File: src/rtl/riscv_alu_pkg.sv
// Shared RV32 ALU definitions: control codes, flag indices, issue opcodes, issue FSM states.
package riscv_alu_pkg;

  localparam int ALU_XLEN = 32;

  typedef enum logic [2:0] {
    CTRL_ADD    = 3'd0,
    CTRL_SUB    = 3'd1,
    CTRL_AND    = 3'd2,
    CTRL_LSHIFT = 3'd3
  } aluCtrlE;

  localparam int FLAG_ZERO     = 0;
  localparam int FLAG_CARRY    = 1;
  localparam int FLAG_OVERFLOW = 2;
  localparam int FLAG_SIGN     = 3;

  typedef enum logic [3:0] {
    OP_ADD  = 4'd0,
    OP_SUB  = 4'd1,
    OP_AND  = 4'd2,
    OP_SLL  = 4'd3,
    OP_BEQ  = 4'd8,
    OP_BNE  = 4'd9,
    OP_BLT  = 4'd10,
    OP_BGE  = 4'd11,
    OP_BLTU = 4'd12,
    OP_BGEU = 4'd13
  } opE;

  typedef enum logic [1:0] {
    S_IDLE = 2'd0,
    S_EXEC = 2'd1,
    S_HOLD = 2'd2
  } stateE;

  function automatic logic isBranchOp(input logic [3:0] op);
    return (op >= 4'd8) && (op <= 4'd13);
  endfunction

  function automatic logic isLegalOp(input logic [3:0] op);
    return (op <= 4'd3) || isBranchOp(op);
  endfunction

  // Branches compare by subtraction; illegal ops fall back to ADD.
  function automatic aluCtrlE ctrlFor(input logic [3:0] op);
    aluCtrlE c;
    c = CTRL_ADD;
    case (op)
      OP_SUB: c = CTRL_SUB;
      OP_AND: c = CTRL_AND;
      OP_SLL: c = CTRL_LSHIFT;
      default: if (isBranchOp(op)) c = CTRL_SUB;
    endcase
    return c;
  endfunction

endpackage

File: src/rtl/alu_issue_unit_if.sv
// Decode-side request and writeback-side result handshakes of the ALU issue unit.
interface alu_issue_unit_if;
  logic                                in_valid;
  logic                                in_ready;
  logic [3:0]                          in_op;
  logic [riscv_alu_pkg::ALU_XLEN-1:0]  in_a;
  logic [riscv_alu_pkg::ALU_XLEN-1:0]  in_b;
  logic [4:0]                          in_rd;
  logic                                out_valid;
  logic                                out_ready;
  logic [riscv_alu_pkg::ALU_XLEN-1:0]  out_result;
  logic [4:0]                          out_rd;
  logic                                out_is_branch;
  logic                                out_taken;
  logic                                out_err;

  modport master (
    output in_valid, in_op, in_a, in_b, in_rd, out_ready,
    input  in_ready, out_valid, out_result, out_rd, out_is_branch, out_taken, out_err
  );

  modport slave (
    input  in_valid, in_op, in_a, in_b, in_rd, out_ready,
    output in_ready, out_valid, out_result, out_rd, out_is_branch, out_taken, out_err
  );
endinterface

File: src/rtl/alu_issue_unit_branch_resolve.sv
// Branch condition from ALU flags of a - b; non-branch and illegal ops are never taken.
module branch_resolve
  import riscv_alu_pkg::*;
(
  input  logic [3:0] op,
  input  logic [3:0] flags,
  output logic       taken
);

  logic zero, carry, lessSigned;

  assign zero       = flags[FLAG_ZERO];
  assign carry      = flags[FLAG_CARRY];
  assign lessSigned = flags[FLAG_SIGN] ^ flags[FLAG_OVERFLOW];

  always_comb begin
    taken = 1'b0;
    case (op)
      OP_BEQ:  taken = zero;
      OP_BNE:  taken = !zero;
      OP_BLT:  taken = lessSigned;
      OP_BGE:  taken = !lessSigned;
      OP_BLTU: taken = !carry;
      OP_BGEU: taken = carry;
      default: taken = 1'b0;
    endcase
  end

endmodule

File: src/rtl/alu_issue_unit.sv
// Issue front end for the external combinational RV32 ALU: accept, execute one cycle, hold result.
//   state  | meaning
//   IDLE   | no op in flight, ready for a new one
//   EXEC   | registered op drives the ALU; result captured at cycle end
//   HOLD   | result presented until the consumer takes it
module alu_issue_unit
  import riscv_alu_pkg::*;
#(
  parameter int XLEN = 32
) (
  input  logic               clk,
  input  logic               rst,
  alu_issue_unit_if.slave    bus,
  output logic [XLEN-1:0]    alu_a,
  output logic [XLEN-1:0]    alu_b,
  output logic [2:0]         alu_ctrl,
  input  logic [XLEN-1:0]    alu_result,
  input  logic [3:0]         alu_flag
);

  stateE           state, nextState;
  logic            load, capture;
  logic [3:0]      opReg;
  logic [XLEN-1:0] aReg, bReg;
  logic [4:0]      rdReg;
  logic [XLEN-1:0] resultReg;
  logic [4:0]      outRdReg;
  logic            branchReg, takenReg, errReg;
  logic            taken;

  branch_resolve uBranch (
    .op    (opReg),
    .flags (alu_flag),
    .taken (taken)
  );

  always_comb begin
    nextState    = state;
    load         = 1'b0;
    capture      = 1'b0;
    bus.in_ready = 1'b0;
    bus.out_valid = 1'b0;
    alu_a        = '0;
    alu_b        = '0;
    alu_ctrl     = CTRL_ADD;
    case (state)
      S_IDLE: begin
        bus.in_ready = 1'b1;
        if (bus.in_valid) begin
          load      = 1'b1;
          nextState = S_EXEC;
        end
      end
      S_EXEC: begin
        alu_a     = aReg;
        alu_b     = (opReg == OP_SLL) ? {{(XLEN-5){1'b0}}, bReg[4:0]} : bReg;
        alu_ctrl  = ctrlFor(opReg);
        capture   = 1'b1;
        nextState = S_HOLD;
      end
      S_HOLD: begin
        bus.out_valid = 1'b1;
        bus.in_ready  = bus.out_ready;
        if (bus.out_ready) begin
          if (bus.in_valid) begin
            load      = 1'b1;
            nextState = S_EXEC;
          end else begin
            nextState = S_IDLE;
          end
        end
      end
      default: nextState = S_IDLE;
    endcase
  end

  always_ff @(posedge clk) begin
    if (rst) begin
      state     <= S_IDLE;
      opReg     <= '0;
      aReg      <= '0;
      bReg      <= '0;
      rdReg     <= '0;
      resultReg <= '0;
      outRdReg  <= '0;
      branchReg <= 1'b0;
      takenReg  <= 1'b0;
      errReg    <= 1'b0;
    end else begin
      state <= nextState;
      if (load) begin
        opReg <= bus.in_op;
        aReg  <= bus.in_a;
        bReg  <= bus.in_b;
        rdReg <= bus.in_rd;
      end
      if (capture) begin
        resultReg <= isLegalOp(opReg) ? alu_result : '0;
        outRdReg  <= rdReg;
        branchReg <= isBranchOp(opReg);
        takenReg  <= taken;
        errReg    <= !isLegalOp(opReg);
      end
    end
  end

  assign bus.out_result    = resultReg;
  assign bus.out_rd        = outRdReg;
  assign bus.out_is_branch = branchReg;
  assign bus.out_taken     = takenReg;
  assign bus.out_err       = errReg;

endmodule

File: src/flat_wrapper.sv
// flat-port wrapper written by rule: the top's interface ports become plain ports
module alu_issue_unit_flat import riscv_alu_pkg::*;
#(
  parameter int XLEN = 32
)
  (clk, rst, alu_a, alu_b, alu_ctrl, alu_result, alu_flag, bus_in_valid, bus_in_op, bus_in_a, bus_in_b, bus_in_rd, bus_out_ready, bus_in_ready, bus_out_valid, bus_out_result, bus_out_rd, bus_out_is_branch, bus_out_taken, bus_out_err);
  alu_issue_unit_if bus_i ();
  input  logic clk;
  input  logic rst;
  output logic [XLEN-1:0] alu_a;
  output logic [XLEN-1:0] alu_b;
  output logic [2:0] alu_ctrl;
  input  logic [XLEN-1:0] alu_result;
  input  logic [3:0] alu_flag;
  input wire logic [$bits(bus_i.in_valid)-1:0] bus_in_valid;
  input wire logic [$bits(bus_i.in_op)-1:0] bus_in_op;
  input wire logic [$bits(bus_i.in_a)-1:0] bus_in_a;
  input wire logic [$bits(bus_i.in_b)-1:0] bus_in_b;
  input wire logic [$bits(bus_i.in_rd)-1:0] bus_in_rd;
  input wire logic [$bits(bus_i.out_ready)-1:0] bus_out_ready;
  output wire logic [$bits(bus_i.in_ready)-1:0] bus_in_ready;
  output wire logic [$bits(bus_i.out_valid)-1:0] bus_out_valid;
  output wire logic [$bits(bus_i.out_result)-1:0] bus_out_result;
  output wire logic [$bits(bus_i.out_rd)-1:0] bus_out_rd;
  output wire logic [$bits(bus_i.out_is_branch)-1:0] bus_out_is_branch;
  output wire logic [$bits(bus_i.out_taken)-1:0] bus_out_taken;
  output wire logic [$bits(bus_i.out_err)-1:0] bus_out_err;
  assign bus_i.in_valid = bus_in_valid;
  assign bus_i.in_op = bus_in_op;
  assign bus_i.in_a = bus_in_a;
  assign bus_i.in_b = bus_in_b;
  assign bus_i.in_rd = bus_in_rd;
  assign bus_i.out_ready = bus_out_ready;
  assign bus_in_ready = bus_i.in_ready;
  assign bus_out_valid = bus_i.out_valid;
  assign bus_out_result = bus_i.out_result;
  assign bus_out_rd = bus_i.out_rd;
  assign bus_out_is_branch = bus_i.out_is_branch;
  assign bus_out_taken = bus_i.out_taken;
  assign bus_out_err = bus_i.out_err;
  alu_issue_unit #(.XLEN(XLEN)) u_core (.clk(clk), .rst(rst), .bus(bus_i), .alu_a(alu_a), .alu_b(alu_b), .alu_ctrl(alu_ctrl), .alu_result(alu_result), .alu_flag(alu_flag));
endmodule
File: config.mk
export PLATFORM = sky130hd
export DESIGN_NAME = alu_issue_unit_flat
export DESIGN_NICKNAME = d
export VERILOG_FILES = /design/src/rtl/riscv_alu_pkg.sv /design/src/rtl/alu_issue_unit_if.sv /design/src/rtl/alu_issue_unit_branch_resolve.sv /design/src/rtl/alu_issue_unit.sv /design/src/flat_wrapper.sv
export SDC_FILE = /design/constraint.sdc
export NUM_CORES = 1
export LEC_CHECK = 0
export CAP_MARGIN = 20
export CORE_ASPECT_RATIO = 1.5
export CORE_MARGIN = 2
export CORE_UTILIZATION = 44
export DETAILED_ROUTE_END_ITERATION = 16
export GPL_TIMING_DRIVEN = 0
export PLACE_DENSITY = 0.86
export SYNTH_ARGS = -nofsm -noshare
export SYNTH_HDL_FRONTEND = slang
export SYNTH_SLANG_ARGS = --single-unit
File: constraint.sdc
create_clock -name clk -period 3.65 [get_ports clk]
set_input_delay 0.73 -clock clk [delete_from_list [all_inputs] [get_ports clk]]
set_output_delay 0.73 -clock clk [all_outputs]
set_load 0.01 [all_outputs]
==> summary.md, run 1 <==
| Metric | Value |
|---|---|
| Status | `complete, no violations` |
| Ys async rst share | `0%` |
| Tot GR Track Use | `23.2%` |
| Int Pwr | `2.68 mW` |
| Post-CTS sizing | `0` |
| Seq pwr share | `39.7%` |
| CTS Buffer Depth | `2` |
| Finished Cell Area | `7510 um^2` |
| Power Density | `459 nW/um^2` |
| DRT antenna net count | `0` |
| Row count | `45` |
| Final HPWL DP | `9970 um` |
| Largest net degree at the start of global routing | `17` |
| Synthesized instance count | `478` |
| Kind of critical path | `register to output port` |
| Sw frac | `22.4%` |
| Slew Limit Fails | `0` |
| Critical Path End | `alu_b[13]` |
| Core area | `10100 um^2` |
| Hold WC Path Type | `register to register` |
| Fmax | `319 MHz` |
| Register area | `2300 um^2` |
| Dpl cells | `814` |
| EDFF count, synth | `0` |
| R2R cell count | `5` |
| Leakage | `3.02 nW` |
| Chip width | `87.3 um` |
| PortBufs | `219` |
| Max incr delay on CP | `0.55 ns` |
| Comb pwr share | `13.8%` |
| Worst Path Buf+Inv | `2` |
| Via density | `4.96` |
| CP endpoint kind | `output port` |
| Remaining global-route overflow | `0` |
| CP arrival | `2.40 ns` |
| Syn_area_per_cell | `9.58 um^2` |
| RSZ-0062 raised after global routing | `no` |
| CTS tree | `done` |
| First-pass GRT wire length | `20400 um` |
| Placed Area | `6920 um^2` |
| TritonRoute pass-1 iters | `4` |
| Antenna cells | `0` |
| Most common flop cell mapped by yosys | `dfxtp_1` |
| Wirelength, routed | `13200 um` |
| Initial antenna violation count | `0` |
| Die height | `129 um` |
| Critical R2R Capture | `u_core.bus.out_rd[3]` |
| Post-CTS setup buffers | `0` |
| Minimum clock period | `3.13 ns` |
| Clock power share | `46.5%` |
| First DRT Iteration DRCs | `137` |
| Hold-fix buffers, CTS | `0` |
| Crit-path cells | `nand2b_1, nor2_1, a21oi_4, buf_2, and2_1, clkdlybuf4s50_1` |
| Tcrit/Tclk final | `85.8%` |
| Slowest-stage cell, CP | `clkdlybuf4s50_1` |
| Mapped cell area | `4580 um^2` |
| Die area | `11300 um^2` |
| Setup_tns | `0 ns` |
| Fillers | `718` |
| TritonCTS Buffers | `17` |
| Multi-input logic area | `2050 um^2` |
| CTS H-tree depth | `4` |
| R2R Path Start | `u_core.state[0]` |
| Hold Slack | `0.454 ns` |
| Clk sinks | `115` |
| Via count | `4199` |
| CP Depth | `6` |
| Avg WL per Cell | `15.6 um` |
| Final Hold Violating Endpoints | `0` |
| CP max FO | `10` |
| Clk_skew | `0.00567 ns` |
| GP Congestion | `0.798` |
| Critical Path RT | `2.92 ns` |
| Net switching power | `0.771 mW` |
| Seq/Total Area, Yosys | `50.3%` |
| Initial Util | `45.2%` |
| Layout cells sized above 1 | `7.68%` |
| Final Instance Count excl. Fillers | `846` |
| Post-synth net total | `591` |
| DRC | `0` |
| Setup violators final | `0` |
| Cell family with most CP delay | `buffers and inverters` |
| Total power | `3.45 mW` |
| IO Count | `222` |
| Layout area overhead | `64.0%` |
| Yosys warning count | `0` |
| Synth cell types | `27` |
| Max-Cap Viols | `0` |
| Reg clk slew, reported paths | `0.05 ns` |
| R2r setup slk | `2.08 ns` |
| CP Launch Type | `register` |
| CP Launch Point | `u_core.opReg[2]` |
| Max VDD drop | `0.416 mV` |
| Number of global-route vias before repair | `4355` |
| Final net count | `829` |
| Seq cells post-synth | `115` |
| Clk_lat worst skew | `0.39 ns` |
| Root Buffer | `clkbuf_16` |
metal layers:
metal | vias to the layer above | part of all wire (%) | track usage, %
li1 | 2052 | - | -
met1 | 1968 | 37 | 23.3
met2 | 158 | 55 | 43.7
met3 | 21 | 5.9 | 6.35
met4 | 0 | 2.2 | 9.50
met5 | - | 0 | 0
worst min-delay path by stage:
| stage | cells after the start | start | end | slack (ns) |
|---|---|---|---|---|
| 2_1_floorplan | 2 | u_core.rdReg[0] | u_core.bus.out_rd[0] | 0.43 |
| 3_3_place_gp | 2 | u_core.rdReg[2] | u_core.bus.out_rd[2] | 0.44 |
| 3_5_place_dp | 2 | u_core.bus.out_is_branch | u_core.bus.out_is_branch | 0.45 |
| 4_1_cts | 2 | u_core.bus.out_is_branch | u_core.bus.out_is_branch | 0.46 |
| 5_1_grt | 2 | u_core.rdReg[2] | u_core.bus.out_rd[2] | 0.47 |
| 6_report | 2 | u_core.bus.out_is_branch | u_core.bus.out_is_branch | 0.45 |
tightest hold or removal path, cell delays in order, from the launching register on:
cell     delay [ns]
dfxtp_1        0.30
nand2_1        0.05
a21oi_1        0.05
Yosys cell counts (3+ instances only):
cell type	instances	area share, %
buf_2	13	1.4
a21oi_1	9	0.98
and2_1	64	8.7
a22oi_1	32	5.2
nor2_1	108	8.9
dfxtp_1	115	50
mux2i_1	73	16
nand2b_1	3	0.41
nor2b_1	4	0.55
nand2_1	13	1.1
buf_6	7	1.7
clkbuf_1	16	1.3
cell families (layout without fill, tap and decap cells):
group,Yosys count,in the layout,synth area share [%]
DFF,115,115,50.3
other,1,1,0.0819
buffers and inverters,40,291,4.95
and+or+nand+nor,198,198,20.4
xor gates and xnor gates,4,4,0.765
AOI/OAI and AO/OA,47,47,7.54
muxes,73,73,16.0
stage by stage:
stage | util [%] | setup slack [ns]
3_3_place_gp | 68.3 | 0.962
6_report | 74.1 | 0.517
3_5_place_dp | 68.3 | 0.915
4_1_cts | 74.1 | 0.492
5_1_grt | 74.1 | 0.367
2_1_floorplan | - | 1.75
power groups by stage:
stage          Clock [mW]  Combinational (mW)  Sequential [mW]
2_1_floorplan           0               0.227             1.39
3_3_place_gp            0               0.461             1.39
3_5_place_dp            0               0.475             1.39
4_1_cts              1.63               0.479             1.37
5_1_grt              1.69               0.514             1.38
6_report             1.60               0.475             1.37
cell type report:
class | count | area share (%)
buffer | 38 | 2.92
clock buffer | 23 | 6.50
clock inverter | 9 | 1.37
inverter | 2 | 0.100
multi-input combinational | 323 | 27.3
sequential | 115 | 30.7
tap | 117 | 1.95
timing repair buffer | 219 | 29.2
flip-flops by register name, summed over array words and instances (netlist names):
register                  flops
u_core.opReg                  4
u_core.bus.out_rd             5
u_core.bReg                  32
u_core.rdReg                  5
u_core.bus.out_err            1
u_core.bus.out_is_branch      1
u_core.state                  2
u_core.bus.out_taken          1
u_core.bus.out_result        32
u_core.aReg                  32
cell usage in the layout, fill, tap and decap left out, drive strengths merged, types with 4 or more instances in the layout:
master / netlist / layout
a21oi: 11 / 11
a22oi: 32 / 32
and2: 64 / 64
buf: 22 / 22
clkbuf: 16 / 39
clkdlybuf4s50: 0 / 219
clkinv: 0 / 4
dfxtp: 115 / 115
mux2i: 73 / 73
nand2: 13 / 13
nor2: 108 / 108
nor2b: 4 / 4
Note: power is estimated with default switching activity, not from simulation.
==> run 2, diff against run 1 <==
RECOVER_POWER = 25   (was unset)
==> summary.md, run 2 (same netlist as run 1, synthesis figures left out) <==
| Metric | Value |
|---|---|
| Status | `complete, no violations` |
| Kind of critical path | `register to output port` |
| CP arrival | `2.40 ns` |
| R2R cell count | `5` |
| CP endpoint kind | `output port` |
| DRC | `0` |
| R2R Path Start | `u_core.state[1]` |
| Final HPWL DP | `9970 um` |
| Fmax | `319 MHz` |
| Number of global-route vias before repair | `4355` |
| CP Launch Type | `register` |
| GP Congestion | `0.798` |
| Reg clk slew, reported paths | `0.05 ns` |
| Placed Area | `6920 um^2` |
| Final Hold Violating Endpoints | `0` |
| Critical R2R Capture | `u_core.aReg[19]` |
| Clock power share | `46.6%` |
| Chip width | `87.3 um` |
| Wirelength, routed | `13100 um` |
| DP Worst Slack | `0.915 ns` |
| Tot GR Track Use | `23.2%` |
| First DRT Iteration DRCs | `121` |
| CTS tree | `done` |
| Critical Path End | `alu_b[13]` |
| Met1 global-route usage | `23.3%` |
| Remaining global-route overflow | `0` |
| GR Util met3 | `6.35%` |
| Clk sinks | `115` |
| Antenna cells | `0` |
| Initial antenna violation count | `0` |
| Initial Util | `45.2%` |
| R2r setup slk | `1.33 ns` |
| Avg WL per Cell | `15.5 um` |
| Final WS setup | `0.520 ns` |
| Post-CTS setup buffers | `0` |
| Root Buffer | `clkbuf_16` |
| Row count | `45` |
| Critical Path RT | `2.92 ns` |
| Via density | `4.96` |
| Setup_tns | `0 ns` |
| TritonRoute pass-1 iters | `4` |
| Layout area overhead | `63.1%` |
| Max-Cap Viols | `0` |
| Clk_lat worst skew | `0.40 ns` |
| TritonCTS Buffers | `17` |
| Finished Cell Area | `7470 um^2` |
| CTS Buffer Depth | `2` |
| Seq pwr share | `39.8%` |
| CP max FO | `10` |
| Met2 Use GR | `43.7%` |
| Hold-fix buffers, CTS | `0` |
| Via count | `4197` |
| Total power | `3.44 mW` |
| Layout cells sized above 1 | `6.17%` |
| Slew Limit Fails | `0` |
| Hold WC Path Type | `register to register` |
| Slew margin rel. | `48.0%` |
| Comb pwr share | `13.6%` |
| Max VDD drop | `0.416 mV` |
| Core area | `10100 um^2` |
| Die height | `129 um` |
| PortBufs | `219` |
| Grt peak-use layer | `met2` |
| CTS H-tree depth | `4` |
| Worst-Margin Slew | `0.780 ns` |
| First-pass GRT wire length | `20400 um` |
| DRT antenna net count | `0` |
| Sw frac | `22.4%` |
| Tcrit/Tclk final | `85.8%` |
| Minimum clock period | `3.13 ns` |
| Largest net degree at the start of global routing | `17` |
| CP Launch Point | `u_core.state[1]` |
| Setup violators final | `0` |
| Int Pwr | `2.67 mW` |
| Final net count | `829` |
| Commonest non-fill, non-tap cell in the layout | `clkdlybuf4s50_1` |
| Post-CTS sizing | `0` |
| Clk_skew | `0.00655 ns` |
| Power Density | `461 nW/um^2` |
| IO Count | `222` |
| RSZ-0062 raised after global routing | `no` |
| Highest-count cells in the layout ignoring fill and taps | `218 x clkdlybuf4s50_1, 115 x dfxtp_1, 108 x nor2_1` |
| Die area | `11300 um^2` |
| Net switching power | `0.769 mW` |
| Leakage | `2.99 nW` |
run 2: cell count changes in the layout (fill, tap and decap cells not counted), sizes merged:
| cell | previous run | this run |
|---|---|---|
| buf | 22 | 14 |
| clkbuf | 39 | 47 |
| clkdlybuf4s50 | 219 | 218 |
| dlygate4sd3 | 0 | 1 |
run 2: metal layers:
metal,vias to the layer above,wire length (um)
met5,-,0
met4,0,324
met3,27,780
met2,164,7190
met1,1951,4820
li1,2055,-
run 2: worst max-delay path, stage by stage (launching register included):
cell and delay [ns]:
dfxtp_1 0.33, nand2b_1 0.15, clkbuf_1 0.24, a21oi_4 0.33
buf_2 0.24, and2_1 0.17, clkdlybuf4s50_1 0.54
run 2: layout make-up:
cell class / count / area (um^2)
Fill cell: 732 / 2670
Sequential cell: 115 / 2300
Timing Repair Buffer: 219 / 2190
Multi-Input combinational cell: 323 / 2030
Clock buffer: 23 / 488
Buffer: 38 / 194
Tap cell: 117 / 146
Clock inverter: 9 / 103
Inverter: 2 / 7.51
run 2: worst min path at each step:
stage / startpoint / endpoint / slack, ns / depth (start not counted)
5_1_grt: u_core.rdReg[2] / u_core.bus.out_rd[2] / 0.47 / 2
6_report: u_core.bus.out_is_branch / u_core.bus.out_is_branch / 0.45 / 2
3_3_place_gp: u_core.rdReg[2] / u_core.bus.out_rd[2] / 0.44 / 2
2_1_floorplan: u_core.rdReg[0] / u_core.bus.out_rd[0] / 0.43 / 2
3_5_place_dp: u_core.bus.out_is_branch / u_core.bus.out_is_branch / 0.45 / 2
4_1_cts: u_core.bus.out_is_branch / u_core.bus.out_is_branch / 0.46 / 2
run 2: stage by stage:
step	cells	hold WS [ns]	utilization [%]
after floorplan	478	0.431	-
after global placement	814	0.436	68.3
after detailed placement	814	0.450	68.3
after CTS	846	0.457	74.1
after global routing	846	0.470	73.7
final	846	0.454	73.7
run 2: power groups by stage:
stage          Sequential, mW  Combinational [mW]  Clock (mW)
2_1_floorplan            1.39               0.227           0
3_3_place_gp             1.39               0.461           0
3_5_place_dp             1.39               0.475           0
4_1_cts                  1.37               0.479        1.63
5_1_grt                  1.38               0.508        1.69
6_report                 1.37               0.468        1.60
